[config.mk]
export PLATFORM = sky130hd
export DESIGN_NAME = wb_arbiter_flat
export DESIGN_NICKNAME = d
export VERILOG_FILES = /design/src/rtl/wb_arbiter_if.sv /design/src/rtl/wb_arbiter.sv /design/src/flat_wrapper.sv
export SDC_FILE = /design/constraint.sdc
export NUM_CORES = 1
export LEC_CHECK = 0
export ABC_AREA = 1
export BUFFER_PORTS_ARGS = -buffer_cell sky130_fd_sc_hd__buf_4
export CAP_MARGIN = 25
export CORE_MARGIN = 2
export CORE_UTILIZATION = 32
export DETAILED_ROUTE_END_ITERATION = 7
export GPL_TIMING_DRIVEN = 0
export PLACE_DENSITY_LB_ADDON = 0.2
export SETUP_SLACK_MARGIN = 0.2
export SLEW_MARGIN = 20
export SYNTH_ARGS = -nofsm -noshare
export SYNTH_HDL_FRONTEND = slang
export SYNTH_SLANG_ARGS = --single-unit
[constraint.sdc]
create_clock -name clk -period 6.7 [get_ports clk]
set_input_delay 1.005 -clock clk [delete_from_list [all_inputs] [get_ports clk]]
set_output_delay 1.005 -clock clk [all_outputs]
set_load 0.01 [all_outputs]
[src/rtl/wb_arbiter_if.sv]
// Write-back arbiter bus bundle: issue port, three packed write-back requesters,
// register-file write port, source-operand busy lookup and scoreboard debug vector.
interface wb_arbiter_if #(
    parameter int XLEN = 64
);
    logic                 iss_valid;
    logic [4:0]           iss_rd;
    logic                 iss_ready;

    logic [2:0]           req_valid;
    logic [14:0]          req_addr;
    logic [3*XLEN-1:0]    req_data;
    logic [2:0]           req_ready;

    logic                 w_ena;
    logic [4:0]           w_addr;
    logic [XLEN-1:0]      w_data;

    logic [4:0]           rs1_addr;
    logic [4:0]           rs2_addr;
    logic                 rs1_busy;
    logic                 rs2_busy;
    logic [31:0]          busy_o;

    // The arbiter itself.
    modport slave (
        input  iss_valid, iss_rd, req_valid, req_addr, req_data, rs1_addr, rs2_addr,
        output iss_ready, req_ready, w_ena, w_addr, w_data, rs1_busy, rs2_busy, busy_o
    );

    // Decode, the execute/memory requesters and the register file.
    modport master (
        output iss_valid, iss_rd, req_valid, req_addr, req_data, rs1_addr, rs2_addr,
        input  iss_ready, req_ready, w_ena, w_addr, w_data, rs1_busy, rs2_busy, busy_o
    );
endinterface

[src/rtl/wb_arbiter.sv]
// Round-robin write-back arbiter (ALU, LSU, CSR) onto a registered register-file
// write port, plus a 32-entry pending-destination scoreboard for RAW/WAW stalls.
module wb_arbiter #(
    parameter int XLEN = 64
) (
    input  logic         clk,
    input  logic         rst,
    wb_arbiter_if.slave  bus
);

    typedef enum logic [1:0] {
        PRIO_ALU = 2'd0,
        PRIO_LSU = 2'd1,
        PRIO_CSR = 2'd2
    } prio_e;

    prio_e             prio_q, prio_d;
    logic [31:0]       busy_q, busy_d;
    logic              w_ena_q;
    logic [4:0]        w_addr_q;
    logic [XLEN-1:0]   w_data_q;

    logic [1:0]        cand;
    logic [1:0]        gnt_idx;
    logic              gnt_any;
    logic [2:0]        grant;
    logic [4:0]        gnt_addr;
    logic [XLEN-1:0]   gnt_data;
    logic              iss_ready;
    logic              issue_fire;

    // (base + off) mod 3 for base, off in 0..2.
    function automatic logic [1:0] rr_cand(input logic [1:0] base, input logic [1:0] off);
        logic [2:0] sum;
        sum = {1'b0, base} + {1'b0, off};
        return (sum >= 3'd3) ? 2'(sum - 3'd3) : sum[1:0];
    endfunction

    always_comb begin
        // NOTE: every variable gets a default first so no path leaves it unassigned and no latch is inferred.
        cand    = 2'd0;
        gnt_idx = 2'd0;
        gnt_any = 1'b0;
        for (int k = 0; k < 3; k++) begin
            cand = rr_cand(prio_q, 2'(k));
            if (!gnt_any && bus.req_valid[cand]) begin
                gnt_any = 1'b1;
                gnt_idx = cand;
            end
        end
        grant = gnt_any ? (3'b001 << gnt_idx) : 3'b000;
    end

    // One-hot AND-OR mux of the granted requester's address and data.
    always_comb begin
        gnt_addr = '0;
        gnt_data = '0;
        for (int i = 0; i < 3; i++) begin
            if (grant[i]) begin
                gnt_addr = gnt_addr | bus.req_addr[5*i +: 5];
                gnt_data = gnt_data | bus.req_data[XLEN*i +: XLEN];
            end
        end
    end

    assign iss_ready  = !busy_q[bus.iss_rd];
    assign issue_fire = bus.iss_valid && iss_ready;

    // The clear from the committing write is applied first so a same-register issue wins.
    always_comb begin
        busy_d = busy_q;
        if (w_ena_q) begin
            busy_d[w_addr_q] = 1'b0;
        end
        if (issue_fire) begin
            busy_d[bus.iss_rd] = 1'b1;
        end
        busy_d[0] = 1'b0;
    end

    assign prio_d = gnt_any ? prio_e'(rr_cand(gnt_idx, 2'd1)) : prio_q;

    // NOTE: all registered state uses non-blocking assignments so every flop samples pre-edge values.
    always_ff @(posedge clk or negedge rst) begin
        if (!rst) begin
            prio_q   <= PRIO_ALU;
            busy_q   <= '0;
            w_ena_q  <= 1'b0;
            w_addr_q <= '0;
            w_data_q <= '0;
        end else begin
            prio_q  <= prio_d;
            busy_q  <= busy_d;
            w_ena_q <= gnt_any;
            if (gnt_any) begin
                w_addr_q <= gnt_addr;
                w_data_q <= gnt_data;
            end
        end
    end

    assign bus.iss_ready = iss_ready;
    assign bus.req_ready = grant;
    assign bus.w_ena     = w_ena_q;
    assign bus.w_addr    = w_addr_q;
    assign bus.w_data    = w_data_q;
    assign bus.rs1_busy  = busy_q[bus.rs1_addr];
    assign bus.rs2_busy  = busy_q[bus.rs2_addr];
    assign bus.busy_o    = busy_q;

endmodule

[src/flat_wrapper.sv]
// flat-port wrapper written by rule: the top's interface ports become plain ports
module wb_arbiter_flat 
#(
    parameter int XLEN = 64
)
  (clk, rst, bus_iss_valid, bus_iss_rd, bus_req_valid, bus_req_addr, bus_req_data, bus_rs1_addr, bus_rs2_addr, bus_iss_ready, bus_req_ready, bus_w_ena, bus_w_addr, bus_w_data, bus_rs1_busy, bus_rs2_busy, bus_busy_o);
  wb_arbiter_if #(.XLEN(XLEN)) bus_i ();
  input  logic clk;
  input  logic rst;
  input wire logic [$bits(bus_i.iss_valid)-1:0] bus_iss_valid;
  input wire logic [$bits(bus_i.iss_rd)-1:0] bus_iss_rd;
  input wire logic [$bits(bus_i.req_valid)-1:0] bus_req_valid;
  input wire logic [$bits(bus_i.req_addr)-1:0] bus_req_addr;
  input wire logic [$bits(bus_i.req_data)-1:0] bus_req_data;
  input wire logic [$bits(bus_i.rs1_addr)-1:0] bus_rs1_addr;
  input wire logic [$bits(bus_i.rs2_addr)-1:0] bus_rs2_addr;
  output wire logic [$bits(bus_i.iss_ready)-1:0] bus_iss_ready;
  output wire logic [$bits(bus_i.req_ready)-1:0] bus_req_ready;
  output wire logic [$bits(bus_i.w_ena)-1:0] bus_w_ena;
  output wire logic [$bits(bus_i.w_addr)-1:0] bus_w_addr;
  output wire logic [$bits(bus_i.w_data)-1:0] bus_w_data;
  output wire logic [$bits(bus_i.rs1_busy)-1:0] bus_rs1_busy;
  output wire logic [$bits(bus_i.rs2_busy)-1:0] bus_rs2_busy;
  output wire logic [$bits(bus_i.busy_o)-1:0] bus_busy_o;
  assign bus_i.iss_valid = bus_iss_valid;
  assign bus_i.iss_rd = bus_iss_rd;
  assign bus_i.req_valid = bus_req_valid;
  assign bus_i.req_addr = bus_req_addr;
  assign bus_i.req_data = bus_req_data;
  assign bus_i.rs1_addr = bus_rs1_addr;
  assign bus_i.rs2_addr = bus_rs2_addr;
  assign bus_iss_ready = bus_i.iss_ready;
  assign bus_req_ready = bus_i.req_ready;
  assign bus_w_ena = bus_i.w_ena;
  assign bus_w_addr = bus_i.w_addr;
  assign bus_w_data = bus_i.w_data;
  assign bus_rs1_busy = bus_i.rs1_busy;
  assign bus_rs2_busy = bus_i.rs2_busy;
  assign bus_busy_o = bus_i.busy_o;
  wb_arbiter #(.XLEN(XLEN)) u_core (.clk(clk), .rst(rst), .bus(bus_i));
endmodule
==> flow_summary_export.csv, run 1 <==
group,metric,value,unit
grt,grt_pass1_vias,8079,
floorplan,dieArea,22100,um2
pwr,p_per_area,515,nW/um2
final_layout,final_nets,1646,
pwr,power.leakage,5.27,nW
clock_tree,root_buffer,"clkbuf_16",
worst_hold_path,hp-class,"reg2reg",
drt,wl,27500,um
clock_tree,cts_buffers,9,
logic_synthesis,syn_area,6710,um2
run,maxCapViolCount,0,
final_layout,antenna_cells,0,
floorplan,coreArea,20400,um2
logic_synthesis,synth_common_cells,"nand2_1, nand3_1, dfrtp_1, o21ai_0, nor2_1",
logic_synthesis,yosys_warnings,0,
logic_synthesis,async_flop_share,100,%
logic_synthesis,synth_area_leaders,"dfrtp_1, nand2_1, nand3_1",
placed_design,post-place-ws,2.41,ns
logic_synthesis,syn_avg_cell_area,6.28,um2
status,status,"finished, final reports clean",
worst_setup_path,crit_top_cell,"nand2_1",
sta,final.min_clock_period,4.34,ns
final_layout,area_delta_synth_final,46.7,%
grt,grt_max_degree,104,
logic_synthesis,ys_seq_area_share,38.4,%
drt,drtPass1Iterations,5,
worst_setup_path,critPathMaxFanout,10,
floorplan,std_cell_rows,52,
sta,finalSetupViolCount,0,
grt,grt_usage,24.7,%
grt,grt_pass1_wl,43000,um
floorplan,start_util,32.9,%
clock_tree,path_clk_slew,0.07,ns
placed_design,placed_area,9540,um2
final_layout,design_area,9850,um2
placed_design,place.gp.congestion,0.942,
worst_setup_path,start_kind,"flip-flop",
worst_setup_path,crit_path_top_delay_cell,"clkbuf_1",
worst_setup_path,required,5.69,ns
sta,period_share,64.8,%
clock_tree,cts_resized,0,
logic_synthesis,synth_cell_types,29,
clock_tree,cts.sinks,103,
grt,overflow,0,
drt,routed_via_density,4.91,
logic_synthesis,synth_top_area_cell,"dfrtp_1",
logic_synthesis,synth-seq-cells,103,
drt,drtAntennaViolNets,0,
logic_synthesis,yosysMostFrequentCell,"nand2_1",
logic_synthesis,syn-num-nets,1303,
worst_setup_path,critPathMaxStageDelay,0.46,ns
clock_tree,cts_tree,"done",
clock_tree,hold_buffers,0,
worst_setup_path,path_class,"reg2out",
placed_design,dp_hpwl,21700,um
drt,wl_per_cell,16.3,um
clock_tree,cts.htree.levels,3,
worst_setup_path,r2r_slack,3.46,ns
sta,finClkSkew,0.0122,ns
sta,rsz0062_at_grt,"no",
placed_design,portBuffers,331,
floorplan,die_x,149,um
drt,vias,8286,
floorplan,die_y,149,um
sta,hold_violations,0,
clock_tree,cts_buffer_depth,2,
worst_setup_path,cp_cell_sequence,"inv_1 > ha_1 > or2_1 > a21oi_2 > nand2_1 > nor2_1 > nand2_1 > nand2_1 > ha_1 > clkbuf_1 > clkbuf_1 > inv_1 > nor2_1 > buf_4",
logic_synthesis,synth_ff_type,"dfrtp_1",
pwr,irDropWorstVdd,0.291,mV
sta,max_slew.worst_pin.slew,0.627,ns
logic_synthesis,synth_top_area_share,38.4,%
floorplan,io-pin-count,336,
sta,fin_ws,2.36,ns
sta,drv_slew,0,
sta,tns,0,ns
grt,antenna_found_initial,0,
drt,remaining_drc_errors,0,
worst_setup_path,arrival,3.33,ns
sta,fmax,0.230,GHz
worst_setup_path,cp-end-kind,"output port",
sta,slew_headroom,58.2,%
final_layout,drive_above_1_share,27.0,%
drt,drt_iter0_markers,551,
clock_tree,cts_setup_buffers,0,
clock_tree,clk_latency,0.35,ns
sta,whs,0.474,ns
logic_synthesis,syn_inst,1068,
logic_synthesis,synth_edf_count,0,
-- area by class of cell --
class	count	area [um2]
buffer	59	295
clock buffer	9	225
clock inverter	7	56.3
fill	2168	10600
inverter	42	160
multi-input combinational	864	3680
sequential	103	2580
tap	270	338
timing repair buffer	332	2520
-- cells in the final DEF (no fill, tap or decap), drive strengths merged --
master    instances
nand4            31
o21ai            49
and2              1
inv              40
nand2           578
conb              1
buf             359
clkinv            6
nor3              8
dfrtp           103
ha                7
o22ai             1
clkinvlp          3
a21oi             8
clkbuf           41
or2               1
nand3           130
nor2             44
o211ai            5
-- metal layers --
layer  track usage (%)  wire length (um)  share of wire, %  up-vias
met5                 0                 0                 0        -
met4              7.19               595               2.2        0
met3              4.19              1620               5.9       41
met2              43.4             13800                50      324
met1              31.3             11500                42     3834
li1                  -                 -                 -     4087
-- power by group --
part | switching, mW | total, mW | leakage [nW] | internal (mW)
sequential | 0.311 | 1.28 | 1.24 | 0.971
combinational | 2.01 | 3.28 | 3.90 | 1.27
clock | 0.253 | 0.509 | 0.130 | 0.256
-- final timing paths --
path,from,to,depth (start not counted)
setup / recovery,u_core.prio_q[0],bus_req_ready[1],14
hold / removal,u_core.bus.w_data[16],u_core.bus.w_data[16],2
setup reg to reg,u_core.prio_q[0],u_core.bus.w_addr[3],15
hold reg to reg,u_core.bus.w_data[16],u_core.bus.w_data[16],2
max in group asynchronous,rst,u_core.bus.w_data[9],2
min in group asynchronous,rst,u_core.bus.w_data[47],1
-- flip-flops by register name (all words and copies together), names as in the netlist --
signal / flops
u_core.bus.busy_o: 31
u_core.bus.w_addr: 5
u_core.bus.w_data: 64
u_core.bus.w_ena: 1
u_core.prio_q: 2
-- through the flow --
stage | total power, mW | util (%) | std cells
floorplan | 3.16 | - | 1068
global placement | 4.54 | 46.7 | 1669
detailed placement | 4.59 | 46.7 | 1669
CTS | 5.11 | 48.1 | 1685
global route | 5.58 | 48.2 | 1686
finish | 5.07 | 48.2 | 1686
-- critical path: cells and delay by family (launching register included) --
kind	cells	cell delay, ns
buffers and inverters	5	1.13
AND/OR/NAND/NOR	6	0.79
AO/OA/AOI/OAI	1	0.18
flip-flops	1	0.38
adder cells (fa/ha/maj)	2	0.51
-- cells by family after synthesis --
group	Yosys count	share of synthesized area, %
simple gates	793	48.4
flops	103	38.4
buf+inv	101	6.79
compound gates	63	5.03
fa+ha+maj	7	1.30
other cells	1	0.0559
No activity file was read; power rests on OpenSTA's default activity.
==> inputs of run 2 (changes only) <==
Settings changed: ABC_AREA 1 to 0.
Clock period 6.7 ns to 3.48 ns, I/O delays scaled along.
==> run 2 against run 1 <==
Design area down 3.2%. Critical endpoint unchanged. The run now ends with design-rule violations left. Non-clock buffer count increased by 3. Global-route usage decreased by 2.3 points. Flip-flop and latch count stayed put. Sequential power increased by 86%. Combinational power up 60%. Register-to-register slack got worse by 3.1 ns. Synthesized area down 10%. Count of clock-buffer cells in the layout up 4. Largest cell class unchanged.
==> flow_summary_export.csv, run 2 <==
group,metric,value,unit
status,status,"finished, violations left",
status,violations,"design-rule violations",
drt,drtPass1Iterations,8,
sta,max_slew.worst_pin.slew,0.771,ns
final_layout,final_util,51.3,%
drt,drt_iter0_markers,557,
placed_design,dp_cells,1124,
sta,finClkSkew,0.00641,ns
clock_tree,path_clk_slew,0.07,ns
worst_setup_path,start_kind,"flip-flop",
logic_synthesis,syn_area,6030,um2
logic_synthesis,syn_avg_cell_area,10.8,um2
grt,grt_max_degree,104,
placed_design,place.gp.congestion,0.858,
final_layout,area_delta_synth_final,57.9,%
final_layout,final_nets,1156,
drt,wl_per_cell,19.9,um
logic_synthesis,synth_top_area_share,42.7,%
floorplan,std_cell_rows,50,
final_layout,antenna_cells,0,
pwr,p_per_area,908,nW/um2
final_layout,fillers,1728,
floorplan,die_y,141,um
floorplan,coreArea,18600,um2
grt,grt_pass1_vias,6116,
worst_setup_path,required,2.96,ns
logic_synthesis,yosysMostFrequentCell,"dfrtp_1",
sta,hold_violations,0,
grt,grt_pass1_wl,34400,um
drt,routed_via_density,5.40,
run,maxCapViolCount,0,
logic_synthesis,synth_edf_count,0,
logic_synthesis,async_flop_share,100,%
sta,period_share,92.9,%
worst_setup_path,crit_family,"simple AND/OR/NAND/NOR gates",
floorplan,die_x,141,um
sta,fmax,0.309,GHz
sta,finalSetupViolCount,0,
sta,rsz0062_at_grt,"yes",
clock_tree,clk_latency,0.35,ns
drt,wl,23100,um
grt,grt_usage,22.4,%
logic_synthesis,synth_ff_type,"dfrtp_1",
worst_setup_path,crit_path_top_delay_cell,"dfrtp_1",
sta,slew_headroom,48.4,%
logic_synthesis,synth_cell_types,37,
floorplan,io-pin-count,336,
pwr,power.leakage,4.88,nW
worst_setup_path,arrival,2.71,ns
drt,vias,6266,
worst_setup_path,critical_path_buf_inv_count,4,
clock_tree,cts_tree,"done",
worst_setup_path,path_class,"reg2out",
clock_tree,root_buffer,"clkbuf_16",
placed_design,portBuffers,329,
clock_tree,cts.htree.levels,3,
worst_hold_path,hp-class,"in2async",
drt,drtAntennaViolNets,0,
worst_setup_path,critPathMaxFanout,8,
logic_synthesis,syn_inst,560,
clock_tree,cts_buffers,9,
logic_synthesis,synth_top_area_cell,"dfrtp_1",
final_layout,mostFrequentLayoutCells,"buf_4, dfrtp_1, inv_1, mux2i_1, a222oi_1",
floorplan,dieArea,20000,um2
drt,remaining_drc_errors,13,
floorplan,start_util,32.5,%
logic_synthesis,ys_seq_area_share,42.7,%
logic_synthesis,synth_common_cells,"dfrtp_1, mux2i_1, inv_1, a222oi_1, o21ai_0",
final_layout,final_common_cell,"buf_4",
grt,overflow,0,
placed_design,dp_hpwl,17500,um
final_layout,largest_register_ff_count,64,
logic_synthesis,yosys_warnings,0,
pwr,irDropWorstVdd,0.479,mV
grt,antenna_found_initial,0,
clock_tree,hold_buffers,0,
logic_synthesis,synth_area_leaders,"dfrtp_1, mux2i_1, a222oi_1",
logic_synthesis,synth-seq-cells,103,
worst_setup_path,cp-end-kind,"output port",
sta,fin_ws,0.249,ns
clock_tree,cts.sinks,103,
sta,drv_slew,0,
final_layout,drive_above_1_share,47.2,%
worst_setup_path,cp_cell_sequence,"ha_4 > buf_6 > mux2i_4 > nor2_4 > nor4_4 > o31a_1 > ha_2 > clkbuf_16 > clkbuf_16 > and2_4 > buf_6",
placed_design,post-place-ws,-0.151,ns
final_layout,finalNonFillerCells,1160,
worst_setup_path,critPathMaxStageDelay,0.42,ns
sta,final.min_clock_period,3.23,ns
logic_synthesis,syn-num-nets,795,
clock_tree,cts_buffer_depth,2,
[run 2: kinds of logic after synthesis]
group | Yosys count | share of synthesized area (%)
flops | 103 | 42.7
compound gates | 149 | 18.7
simple gates | 76 | 6.12
mux | 106 | 22.5
buf+inv | 118 | 8.46
fa+ha+maj | 7 | 1.45
other cells | 1 | 0.0622
[run 2: final cells by class]
cell class / count / area (um2) / area share [%]
well taps: 234 / 293 / 3.07
repair buffers: 350 / 2660 / 27.9
plain buffers: 44 / 347 / 3.64
clock inverters: 3 / 25.0 / 0.263
flip-flops and latches: 103 / 2580 / 27.1
clock buffers: 13 / 270 / 2.84
multi-input cells: 339 / 3080 / 32.3
inverters: 74 / 278 / 2.92
[run 2: path summary, 6_finish.rpt]
kind                                        from                     to  slack, ns  cells past startpoint
max                             u_core.prio_q[1]       bus_req_ready[1]       0.25                     11
min                                          rst   u_core.bus.w_data[8]       0.11                      1
max reg2reg                     u_core.prio_q[0]  u_core.bus.w_data[18]       0.37                     13
min reg2reg                u_core.bus.w_data[63]  u_core.bus.w_data[63]       0.52                      2
max in group asynchronous                    rst  u_core.bus.w_data[38]       2.72                      2
min in group clk                bus_req_data[59]  u_core.bus.w_data[59]       0.47                      3
[run 2: per-stage QoR]
| stage | TNS, ns | hold slack [ns] | cell area [um2] | power, mW |
|---|---|---|---|---|
| after floorplan | 0 | 0.226 | 6030 | 4.95 |
| after detailed placement | -0.373 | 0.510 | 8810 | 7.11 |
| after CTS | 0 | 0.329 | 9340 | 8.46 |
| after global routing | 0 | 0.134 | 9530 | 9.22 |
| final | 0 | 0.106 | 9530 | 8.65 |
| after global placement | -0.331 | 0.507 | 8800 | 7.05 |
[run 2: what timing repair did]
item / 4_1_cts / 5_1_grt
buffers inserted: 8 / 11
pin swaps: 9 / 10
endpoints found under the setup margin: 43 / 7
cloned: 0 / 0
gates resized for setup: 36 / 19
[run 2: power breakdown]
part | internal [mW] | switching, mW | leakage, nW
Combinational | 2.69 | 2.56 | 3.51
Sequential | 1.83 | 0.555 | 1.23
Clock | 0.549 | 0.465 | 0.142
Total | 5.07 | 3.58 | 4.88
[run 2: per-layer routing]
layer,vias to the layer above,global-route usage (%),routed length [um]
li1,2856,-,-
met1,3090,26.8,8830
met2,296,40.3,12100
met3,24,5.60,1780
met4,0,5.58,413
met5,-,0,0
